===== config.mk =====
export PLATFORM = sky130hd
export DESIGN_NAME = draw_text_overlay
export DESIGN_NICKNAME = d
export VERILOG_FILES = /design/src/rtl/draw_text_overlay.sv
export SDC_FILE = /design/constraint.sdc
export NUM_CORES = 1
export LEC_CHECK = 0
export CAP_MARGIN = 10
export CORE_MARGIN = 2
export CORE_UTILIZATION = 52
export CTS_CLUSTER_SIZE = 10
export DETAILED_ROUTE_END_ITERATION = 12
export MAX_ROUTING_LAYER = met4
export PLACE_DENSITY = 0.77
export REMOVE_ABC_BUFFERS = 1
export SETUP_SLACK_MARGIN = 0.4
export SLEW_MARGIN = 20
export SYNTH_ARGS = -nofsm -noshare
export SYNTH_HDL_FRONTEND = slang
export SYNTH_SLANG_ARGS = --single-unit

===== constraint.sdc =====
create_clock -name pclk -period 13.6 [get_ports pclk]
set_input_delay 2.72 -clock pclk [delete_from_list [all_inputs] [get_ports pclk]]
set_output_delay 2.72 -clock pclk [all_outputs]
set_load 0.005 [all_outputs]

===== src/rtl/draw_text_overlay.sv =====
// draw_text_overlay
// Overlays a ROWS x COLS grid of CHAR_W x CHAR_H glyphs on a video stream
// whenever the game reports game-over or victory. The text can blink.
// All state changes happen on the rising edge of vsync, so a frame is never
// drawn half in one state and half in another.
//
// Ports
//   pclk, rst                      pixel clock, async active-low reset
//   hcount/vcount/*sync/*blnk_in   raster timing in
//   rgb_in                         upstream pixel
//   char_pixels                    font ROM line (MSB = leftmost pixel),
//                                  valid 2 cycles after char_yx/char_line
//   game_over, victory, blink_en   status levels
//   *_out                          timing delayed by 3 cycles
//   rgb_out                        composed pixel
//   char_yx, char_line             combinational ROM address (0 outside box)
//   overlay_on                     1 while glyphs are being shown
module draw_text_overlay #(
    parameter int          X_POS           = 232,
    parameter int          Y_POS           = 380,
    parameter int          COLS            = 14,
    parameter int          ROWS            = 6,
    parameter int          CHAR_W          = 40,
    parameter int          CHAR_H          = 40,
    parameter int          BLINK_FRAMES    = 30,
    parameter int          BOX_EN          = 0,
    parameter logic [11:0] GAME_OVER_COLOR = 12'hfaa,
    parameter logic [11:0] WIN_COLOR       = 12'hb9f,
    parameter logic [11:0] BOX_COLOR       = 12'h000
) (
    input  logic              pclk,
    input  logic              rst,
    input  logic [10:0]       hcount_in,
    input  logic [10:0]       vcount_in,
    input  logic              hsync_in,
    input  logic              hblnk_in,
    input  logic              vsync_in,
    input  logic              vblnk_in,
    input  logic [11:0]       rgb_in,
    input  logic [CHAR_W-1:0] char_pixels,
    input  logic              game_over,
    input  logic              victory,
    input  logic              blink_en,
    output logic [10:0]       hcount_out,
    output logic [10:0]       vcount_out,
    output logic              hsync_out,
    output logic              hblnk_out,
    output logic              vsync_out,
    output logic              vblnk_out,
    output logic [11:0]       rgb_out,
    output logic [7:0]        char_yx,
    output logic [7:0]        char_line,
    output logic              overlay_on
);

    // Box edges are compared on 12 bits so X_POS + COLS*CHAR_W cannot overflow.
    localparam logic [11:0] X_LO    = 12'(X_POS);
    localparam logic [11:0] X_HI    = 12'(X_POS + COLS * CHAR_W);
    localparam logic [11:0] Y_LO    = 12'(Y_POS);
    localparam logic [11:0] Y_HI    = 12'(Y_POS + ROWS * CHAR_H);
    localparam logic [10:0] X0      = 11'(X_POS);
    localparam logic [10:0] Y0      = 11'(Y_POS);
    localparam logic [10:0] CW      = 11'(CHAR_W);
    localparam logic [10:0] CH      = 11'(CHAR_H);
    localparam logic [7:0]  BF_LAST = 8'(BLINK_FRAMES - 1);

    typedef enum logic [1:0] {IDLE, SHOW, HIDE} state_t;

    function automatic logic in_box(input logic [10:0] h, input logic [10:0] v);
        return ({1'b0, h} >= X_LO) && ({1'b0, h} < X_HI) &&
               ({1'b0, v} >= Y_LO) && ({1'b0, v} < Y_HI);
    endfunction

    // ---------------- stage 0: ROM address ----------------
    logic [10:0] w_xr0, w_yr0;
    logic        w_in0;

    assign w_xr0     = hcount_in - X0;
    assign w_yr0     = vcount_in - Y0;
    assign w_in0     = in_box(hcount_in, vcount_in);
    // Gated by rst so the address bus also reads 0 during reset.
    assign char_yx   = (rst && w_in0) ? {4'(w_yr0 / CH), 4'(w_xr0 / CW)} : 8'h00;
    assign char_line = (rst && w_in0) ? 8'(w_yr0 % CH) : 8'h00;

    // ---------------- timing pipeline (stages 1, 2) ----------------
    logic [10:0] r_h1, r_v1, r_h2, r_v2;
    logic [3:0]  r_s1, r_s2;      // {hsync, hblnk, vsync, vblnk}
    logic [11:0] r_rgb1, r_rgb2;

    // ---------------- frame FSM ----------------
    state_t     r_state, w_state_nx;
    logic [7:0] r_cnt, w_cnt_nx;
    logic       r_vic, w_vic_nx;  // latched mode: 1 = victory colour
    logic       r_vs_prev;
    logic       w_tick;

    assign w_tick     = vsync_in & ~r_vs_prev;
    assign overlay_on = (r_state == SHOW);

    always_comb begin
        w_state_nx = r_state;
        w_cnt_nx   = r_cnt;
        w_vic_nx   = r_vic;
        if (w_tick) begin
            if (!game_over && !victory) begin
                // Clearing beats any blink transition.
                w_state_nx = IDLE;
                w_cnt_nx   = 8'd0;
            end else begin
                // game_over wins when both are set; re-latched every frame.
                w_vic_nx = ~game_over;
                if (r_state == IDLE) begin
                    w_state_nx = SHOW;
                    w_cnt_nx   = 8'd0;
                end else if (!blink_en) begin
                    w_state_nx = SHOW;
                    w_cnt_nx   = 8'd0;
                end else if (r_cnt == BF_LAST) begin
                    // BLINK_FRAMES-th tick of this phase: flip, restart count.
                    w_state_nx = (r_state == SHOW) ? HIDE : SHOW;
                    w_cnt_nx   = 8'd0;
                end else begin
                    w_cnt_nx = r_cnt + 8'd1;
                end
            end
        end
    end

    // ---------------- stage 2: compose ----------------
    logic [10:0]       w_xr2, w_xm2;
    logic [CHAR_W-1:0] w_sh;
    logic              w_in2, w_glyph;
    logic [11:0]       w_rgb_nx;

    assign w_in2   = in_box(r_h2, r_v2);
    assign w_xr2   = r_h2 - X0;
    assign w_xm2   = w_xr2 % CW;
    // Shift the wanted glyph bit up into the MSB position.
    assign w_sh    = char_pixels << w_xm2;
    assign w_glyph = w_in2 & w_sh[CHAR_W-1];

    always_comb begin
        w_rgb_nx = r_rgb2;
        if (w_glyph && r_state == SHOW)
            w_rgb_nx = r_vic ? WIN_COLOR : GAME_OVER_COLOR;
        else if (w_in2 && BOX_EN != 0 && r_state != IDLE)
            w_rgb_nx = BOX_COLOR;
    end

    always_ff @(posedge pclk or negedge rst) begin
        if (!rst) begin
            r_h1       <= '0;
            r_v1       <= '0;
            r_s1       <= '0;
            r_rgb1     <= '0;
            r_h2       <= '0;
            r_v2       <= '0;
            r_s2       <= '0;
            r_rgb2     <= '0;
            hcount_out <= '0;
            vcount_out <= '0;
            hsync_out  <= 1'b0;
            hblnk_out  <= 1'b0;
            vsync_out  <= 1'b0;
            vblnk_out  <= 1'b0;
            rgb_out    <= '0;
            r_state    <= IDLE;
            r_cnt      <= '0;
            r_vic      <= 1'b0;
            r_vs_prev  <= 1'b0;
        end else begin
            r_h1       <= hcount_in;
            r_v1       <= vcount_in;
            r_s1       <= {hsync_in, hblnk_in, vsync_in, vblnk_in};
            r_rgb1     <= rgb_in;
            r_h2       <= r_h1;
            r_v2       <= r_v1;
            r_s2       <= r_s1;
            r_rgb2     <= r_rgb1;
            hcount_out <= r_h2;
            vcount_out <= r_v2;
            {hsync_out, hblnk_out, vsync_out, vblnk_out} <= r_s2;
            rgb_out    <= w_rgb_nx;
            r_state    <= w_state_nx;
            r_cnt      <= w_cnt_nx;
            r_vic      <= w_vic_nx;
            r_vs_prev  <= vsync_in;
        end
    end

endmodule


### Yosys cells after proc, flatten, opt, wreduce, memory -nomap -nowiden

Index checks and enable logic that the tools add are counted.

| word-level totals | value |
|---|---|
| register bits | 126 |
| output and inout port bits | 55 |
| input bits | 83 |

| operators by class | value |
|---|---|
| multiplexer cells | 13 |
| equality and inequality tests | 3 |
| shifts and indexed selects | 1 |
| bitwise operators | 5 |
| reduce and logical (&&, ||, !) cells | 14 |
| div/mod/pow operators | 4 |
| order comparisons | 8 |
| add/subtract/negate cells | 4 |

Operators with widths:

| kind | count |
|---|---|
| $mux 8 | 6 |
| $lt 11x10->1 const B | 4 |
| $shl 40x11->40 | 1 |
| $div 11x6->11 const B | 2 |
| $ge 11x8->1 const B | 2 |
| $ge 11x9->1 const B | 2 |
| $mod 11x6->11 const B | 2 |
| $sub 11x8->11 const B | 2 |
| $mux 12 | 1 |
| $mux 11 | 1 |
| $sub 11x9->11 const B | 1 |
| $mux 2 | 5 |
| $logic_and 1x1->1 | 9 |
| $add 8x1->8 const B | 1 |
| $eq 8x5->1 const B | 1 |
| $ne 4x1->1 const B | 1 |
| $reduce_and 2->1 | 2 |
| $not 1->1 | 3 |
| $and 1x1->1 | 2 |
| $eq 2x1->1 const B | 1 |
| $logic_not 1->1 | 2 |
| $logic_not 2->1 | 1 |

### Longest topological paths before layout

Gate-level depths: netlist (run 1).

| depth | value |
|---|---|
| depth in word-level cells | 7 |
| gate-level depth with buffers | 17 |

### Least setup slack after synthesis (run 1)

No wires, ideal clock.

| path | value |
|---|---|
| kind | input-to-output |
| start point | input vcount_in[8] |
| end point | output char_line[4] |
| stages | 13 |
| arrival time | 5.872 ns |
| required time | 10.880 ns |
| path slack | 5.008 ns |
| cells stage by stage | buf_2 -> inv_2 -> o311a_4 -> or2_1 -> a211o_1 -> a211o_1 -> xor2_1 -> nand3_1 -> a221oi_1 -> or4_1 -> buf_2 -> or3_1 -> a31oi_1 |

| between the ends | value |
|---|---|
| cells in the longest elaborated chain, start to end | 5 |

RTL lines:

| element | line | text |
|---|---|---|
| start: declaration | 34 | `input logic [10:0] vcount_in,` |
| parallel branches: the longest is 4 deep, another holds $sub 11x9->11 | -- |  |
| $mux 8 (*) | 83 | `assign char_line = (rst && w_in0) ? 8'(w_yr0 % CH) : 8'h00;` |
| end: declaration | 52 | `output logic [7:0] char_line,` |

Mark *: on every way between the ends.

### Worst setup path after layout (run 1)

| path | value |
|---|---|
| start point | input vcount_in[4] |
| end point | output char_line[4] |

The elaborated chain is that of the path after synthesis.

==> results of run 1 <==
[sequential cells by signal, summed over array words and instances (netlist names), 8 cells and up]
| name | count |
|---|---|
| r_h1 | 11 |
| rgb_out | 12 |
| vcount_out | 11 |
| hcount_out | 11 |
| r_v2 | 11 |
| r_h2 | 11 |
| r_rgb1 | 12 |
| r_rgb2 | 12 |
| r_cnt | 8 |
| r_v1 | 11 |
[power breakdown]
part | internal, mW | switching [mW] | total (mW)
registers | 0.394 | 0.0163 | 0.410
clock network | 0.292 | 0.173 | 0.465
logic | 0.102 | 0.126 | 0.228
[path summary, 6_finish.rpt]
path                              startpoint            end  slack [ns]  depth (start not counted)
max in group asynchronous                rst       r_h1[10]        9.93                          2
worst min register to register       r_h1[4]        r_h2[4]        0.34                          0
worst max register to register       r_h2[3]     rgb_out[0]        8.77                         14
worst min-delay path                 r_h1[4]        r_h2[4]        0.34                          0
min in group asynchronous                rst  hcount_out[0]        2.34                          1
worst max-delay path            vcount_in[4]   char_line[4]        3.16                         13
[metal layers]
| metal | GRT usage | vias up | part of all wire |
|---|---|---|---|
| li1 | - | 2878 | - |
| met1 | 0.3531 | 3007 | 0.42 |
| met2 | 0.4475 | 252 | 0.51 |
| met3 | 0.05276 | 24 | 0.052 |
| met4 | 0.08235 | 0 | 0.015 |
| met5 | - | - | 0 |
[metrics by stage]
stage	utilization	setup slack [ns]	instance area, sq um	instances	hold WS [ns]
2_1_floorplan	-	4.801	6790	663	0.3312
3_3_place_gp	0.6378	3.290	8379	977	0.3313
3_5_place_dp	0.6378	3.209	8379	977	0.3347
4_1_cts	0.6843	3.198	8990	1009	0.3435
5_1_grt	0.6843	2.701	8990	1009	0.3499
6_report	0.6843	3.159	8990	1009	0.3427
[cell usage after synthesis, drive strengths merged (5+ instances only)]
master  number  area, sq um
ha          11        137.6
o31ai       10        75.07
nand4       12        75.07
and2         8        50.05
mux2i        7        70.07
or2         13        81.33
nand3       22        122.6
nor2        46        172.7
a21oi       40        200.2
o21ai       39        195.2
o211ai       8        60.06
nor4         8        50.05
mux4        10        225.2
inv         21        78.82
clkbuf      23        86.33
nand2b      16        100.1
mux2         5        56.30
or3         10        62.56
or4          6        45.04
a31o         6        52.55
nor2b       12        75.07
nand3b       5        37.54
o32ai        5        43.79
nand2       43        161.4
a41oi        5        51.30
xor2        11        96.34
a211oi       7        52.55
and3         9        56.30
a221oi       5        43.79
buf         18        98.84
xnor2       21        198.9
o221ai       5        43.79
dfrtp      125         3128
a31oi       13        81.33
nor3        23        115.1
[critical path: cells and delay by family]
family	cells	cell delay (ns)
buffers and inverters	2	1.51
and+or+nand+nor	4	1.57
xor gates and xnor gates	1	0.22
AOI/OAI and AO/OA	5	1.19
muxes	1	0.50
[cells in the final DEF, fill, tap and decap left out, drive strengths merged, types with 13 or more instances in the layout]
| master | instances |
|---|---|
| nand3 | 22 |
| nor2 | 46 |
| dfrtp | 125 |
| clkbuf | 18 |
| a21oi | 40 |
| nor3 | 23 |
| inv | 27 |
| o21ai | 39 |
| a31oi | 13 |
| nand2 | 43 |
| or2 | 13 |
| nand2b | 16 |
| clkdlybuf4s50 | 133 |
| xnor2 | 21 |
[logic make-up after synthesis]
family	Yosys count	synth area share
AND/OR/NAND/NOR	248	0.1927
XOR/XNOR	32	0.04238
buffers and inverters	62	0.03789
multiplexers	22	0.05046
AO/OA/AOI/OAI	199	0.2045
other	1	0.0005382
flip-flops	125	0.4489
adder cells (fa/ha/maj)	13	0.02263
[area by class of cell]
type	count	share of cell area
Timing Repair Buffer	138	0.1523
Clock buffer	18	0.04774
Sequential cell	125	0.3479
Inverter	21	0.008768
Tap cell	176	0.02450
Clock inverter	14	0.02018
Multi-Input combinational cell	517	0.3986
==> flow_metrics.py, run 1 <==
metrics = {
    "clock_tree": {
        "cts_hold_buffers": 0,
        "cts_tree": "yes",
        "root_buffer": "clkbuf_16",
        "htreeDepth": 4,
        "clockBufferDepth": 2,
        "post_cts_buffers": 0,
        "cts_made_buffers": 17,
        "path_clk_slew_ns": 0.06,
        "post_cts_resized": 0,
        "clkLatencyLatePin_ns": 0.41,
        "clkSinkCount": 125,
    },
    "global_route": {
        "track_usage": 0.2752,
        "grt_pass1_vias": 6069,
        "grt_max_degree": 72,
        "grt_pass1_wl_um": 30470,
        "antenna_found_initial": 0,
        "overflow": 0,
    },
    "layout": {
        "regArea_sq_um": 3128,
        "final_layout_size_suffix_gt1_frac": 0.09604,
        "area_growth_pct": 29.02,
        "n_fill_cell": 998,
        "diodes": 0,
        "final_nets": 914,
        "multi_input_area_sq_um": 3583,
    },
    "route": {
        "drt_first_pass_iters": 6,
        "drt_iter0_drc": 623,
        "ant_nets": 0,
        "drc": 0,
        "vias": 6161,
        "via_per_inst": 6.106,
        "wl_per_cell_um": 18.40,
        "finalWirelength_um": 18570,
    },
    "power_and_ir_drop": {
        "power.leakage_nw": 3.593,
        "ir_drop_mv": 0.08434,
        "pwr_density_cell_nw_per_um2": 122.7,
        "power_mw": 1.103,
    },
    "synthesis": {
        "seq_area_frac_synth": 0.4489,
        "syn_area_sq_um": 6968,
        "async_reset_ff_frac": 1.000,
        "dominantRegCellSynth": "dfrtp_1",
        "ys_warn_count": 0,
        "yosysUniqueCellTypes": 80,
        "synth_edf_count": 0,
        "synth_cells": 702,
        "ys_seq_elements": 125,
        "syn_area_per_cell_sq_um": 9.926,
    },
    "critical_path": {
        "cp.arrival_ns": 7.72,
        "crit_required_ns": 10.88,
        "critical-path-max-stage-delay_ns": 0.96,
        "path_cells": "clkdlybuf4s50_1, nand3_1, mux2i_1, o21ai_1, a211o_1, a211o_1, xor2_1, nand3_1, a221oi_1, or4_1, or3_1, a31oi_1, clkdlybuf4s50_1",
        "critPathKind": "input pin to output pin",
        "critPathMaxFanout": 19,
        "worstSetupEndpointType": "output pin",
        "cpMaxStageDelayCell": "clkdlybuf4s50_1",
        "critPathLaunchType": "input pin",
    },
    "sta": {
        "slew_viol_final": 0,
        "setup_viol": 0,
        "tightest_slew_ns": 1.021,
        "fin_crit_ns": 10.44,
        "fin_skew_ns": 0.009301,
        "fin_setup_tns_ns": 0,
        "hold_viol_final": 0,
        "post-route-period-util": 0.7677,
        "slew_headroom": 0.3189,
        "clock.fmax_mhz": 95.78,
        "rsz0062_at_grt": "false",
    },
    "placed_design": {
        "io_buffers": 134,
        "place_hpwl_um": 13080,
        "place.gp.congestion": 0.9213,
    },
    "floorplan": {
        "core_area_sq_um": 13140,
        "die_w_um": 119.8,
        "ios": 138,
        "die_area_sq_um": 14340,
        "placementRows": 42,
        "die_h_um": 119.8,
        "initial_utilization": 0.5304,
    },
    "run_status": {
        "outcome": "complete, no violations",
    },
    "hold_path": {
        "hold_path.class": "flop to flop",
    },
    "flow_run": {
        "cap_violations": 0,
    },
}
Note: power is estimated with default switching activity, not from simulation.
==> run 2: changes to the inputs <==
Clock period 13.6 ns to 10.85 ns, I/O delays scaled along.
==> run 2 against run 1 <==
Clock skew up 0.00071 ns; non-clock buffer count unchanged; sequential share of layout area up 0.13 points; combinational power up 25%; clock-buffer cell count up 2; wire length down 1.1%; sequential power up 25%; critical endpoint unchanged; largest power group unchanged.
==> flow_metrics.py, run 2 (synthesis gave the netlist of run 1 again) <==
metrics = {
    "run_status": {
        "outcome": "complete, no violations",
    },
    "layout": {
        "n_fill_cell": 1017,
        "layout_common_cells": "clkdlybuf4s50_1, dfrtp_1, nor2_1",
        "largestRegisters": "r_rgb1: 12 flops, r_rgb2: 12 flops, rgb_out: 12 flops",
        "final_core_util": 0.6817,
        "area_growth_pct": 28.53,
        "regArea_sq_um": 3128,
        "final_nets": 914,
        "multi_input_area_sq_um": 3583,
        "layout.cells.non_filler": 1008,
        "final_common_cell": "clkdlybuf4s50_1",
        "final_layout_size_suffix_gt1_frac": 0.09615,
        "diodes": 0,
    },
    "sta": {
        "slew_viol_final": 0,
        "fin_setup_tns_ns": 0,
        "fin_skew_ns": 0.01001,
        "slew_headroom": 0.2896,
        "tightest_slew_ns": 1.066,
        "rsz0062_at_grt": "false",
        "post-route-period-util": 0.8590,
        "clock.fmax_mhz": 107.3,
        "setup_viol": 0,
        "hold_viol_final": 0,
        "fin_crit_ns": 9.321,
    },
    "critical_path": {
        "critPathLaunchType": "input pin",
        "cpMaxStageDelayCell": "clkdlybuf4s50_1",
        "crit_required_ns": 8.68,
        "cp.arrival_ns": 7.15,
        "critPathMaxFanout": 19,
        "critPathKind": "input pin to output pin",
        "worstSetupEndpointType": "output pin",
        "path_cells": "clkdlybuf4s50_1, nand3_1, mux2i_1, o21ai_1, a211o_1, a211o_1, xor2_1, nand3_1, a221oi_1, or4_1, or3_1, a31oi_1, clkdlybuf4s50_1",
        "crit_family": "simple AND/OR/NAND/NOR gates",
        "cp.buffers_inverters": 2,
        "critical-path-max-stage-delay_ns": 0.95,
    },
    "clock_tree": {
        "clkLatencyLatePin_ns": 0.41,
        "cts_made_buffers": 17,
        "post_cts_resized": 0,
        "root_buffer": "clkbuf_16",
        "clkSinkCount": 125,
        "clockBufferDepth": 2,
        "path_clk_slew_ns": 0.06,
        "post_cts_buffers": 0,
        "cts_hold_buffers": 0,
        "cts_tree": "yes",
        "htreeDepth": 4,
    },
    "power_and_ir_drop": {
        "pwr_density_cell_nw_per_um2": 149.5,
        "power.leakage_nw": 3.566,
        "ir_drop_mv": 0.1010,
    },
    "placed_design": {
        "io_buffers": 134,
        "place_inst": 977,
        "place.gp.congestion": 0.9213,
        "place_hpwl_um": 13090,
    },
    "global_route": {
        "antenna_found_initial": 0,
        "track_usage": 0.2741,
        "grt_pass1_wl_um": 30430,
        "grt_pass1_vias": 6035,
        "grt_max_degree": 72,
        "overflow": 0,
    },
    "hold_path": {
        "hold_path.class": "flop to flop",
    },
    "route": {
        "finalWirelength_um": 18360,
        "ant_nets": 0,
        "drt_iter0_drc": 594,
        "via_per_inst": 6.126,
        "drc": 0,
        "vias": 6175,
        "wl_per_cell_um": 18.21,
        "drt_first_pass_iters": 7,
    },
    "floorplan": {
        "initial_utilization": 0.5304,
        "placementRows": 42,
        "die_area_sq_um": 14340,
        "die_w_um": 119.8,
        "die_h_um": 119.8,
        "core_area_sq_um": 13140,
        "ios": 138,
    },
    "flow_run": {
        "cap_violations": 0,
    },
}
[run 2: cell count changes in the layout (fill, tap and decap cells not counted), sizes merged]
cell      before  now
inv           27   24
clkbuf        18   20
bufinv         3    1
clkinv         5    4
clkinvlp       0    3
[run 2: area by class of cell]
class                           count  share of cell area
Tap cell                          176             0.02459
Multi-Input combinational cell    517              0.4001
Sequential cell                   125              0.3493
Clock inverter                     11             0.01229
Timing Repair Buffer              138              0.1528
Inverter                           21            0.008801
Clock buffer                       20             0.05211
[run 2: report_power, final]
| group | internal [mW] | switching [mW] |
|---|---|---|
| Combinational | 0.128 | 0.157 |
| Sequential | 0.493 | 0.0202 |
| Clock | 0.334 | 0.206 |
[run 2: worst reg2reg max path, delay by kind of cell, from the launching register on]
family	cells	cell delay (ns)
fa+ha+maj	1	0.44
compound gates	7	2.02
buf+inv	2	0.42
flops	1	0.70
simple gates	3	0.75
mux	1	0.37
[run 2: through the flow]
step	power [mW]	area (sq um)	worst slack [ns]	hold slack [ns]
floorplan	0.6821	6790	3.151	0.3312
global placement	0.7931	8379	1.640	0.3313
detailed placement	0.8009	8379	1.549	0.3347
CTS	1.345	8956	1.547	0.3469
global route	1.404	8956	1.065	0.3501
finish	1.339	8956	1.529	0.3443
[run 2: worst paths after layout]
path	start	to	depth (start not counted)	slack (ns)
min	r_v2[1]	vcount_out[1]	0	0.34
max reg2reg	r_h2[3]	rgb_out[0]	14	6.04
max in group asynchronous	rst	r_h2[10]	2	7.73
min reg2reg	r_v2[1]	vcount_out[1]	0	0.34
min in group asynchronous	rst	hcount_out[0]	1	1.80
max	vcount_in[4]	char_line[4]	13	1.53
[run 2: per-layer routing]
metal	up-vias	GRT usage	wire length [um]
li1	2882	-	-
met1	3018	0.3556	7798
met2	240	0.4389	9295
met3	35	0.05181	904
met4	0	0.08750	357
met5	-	-	0
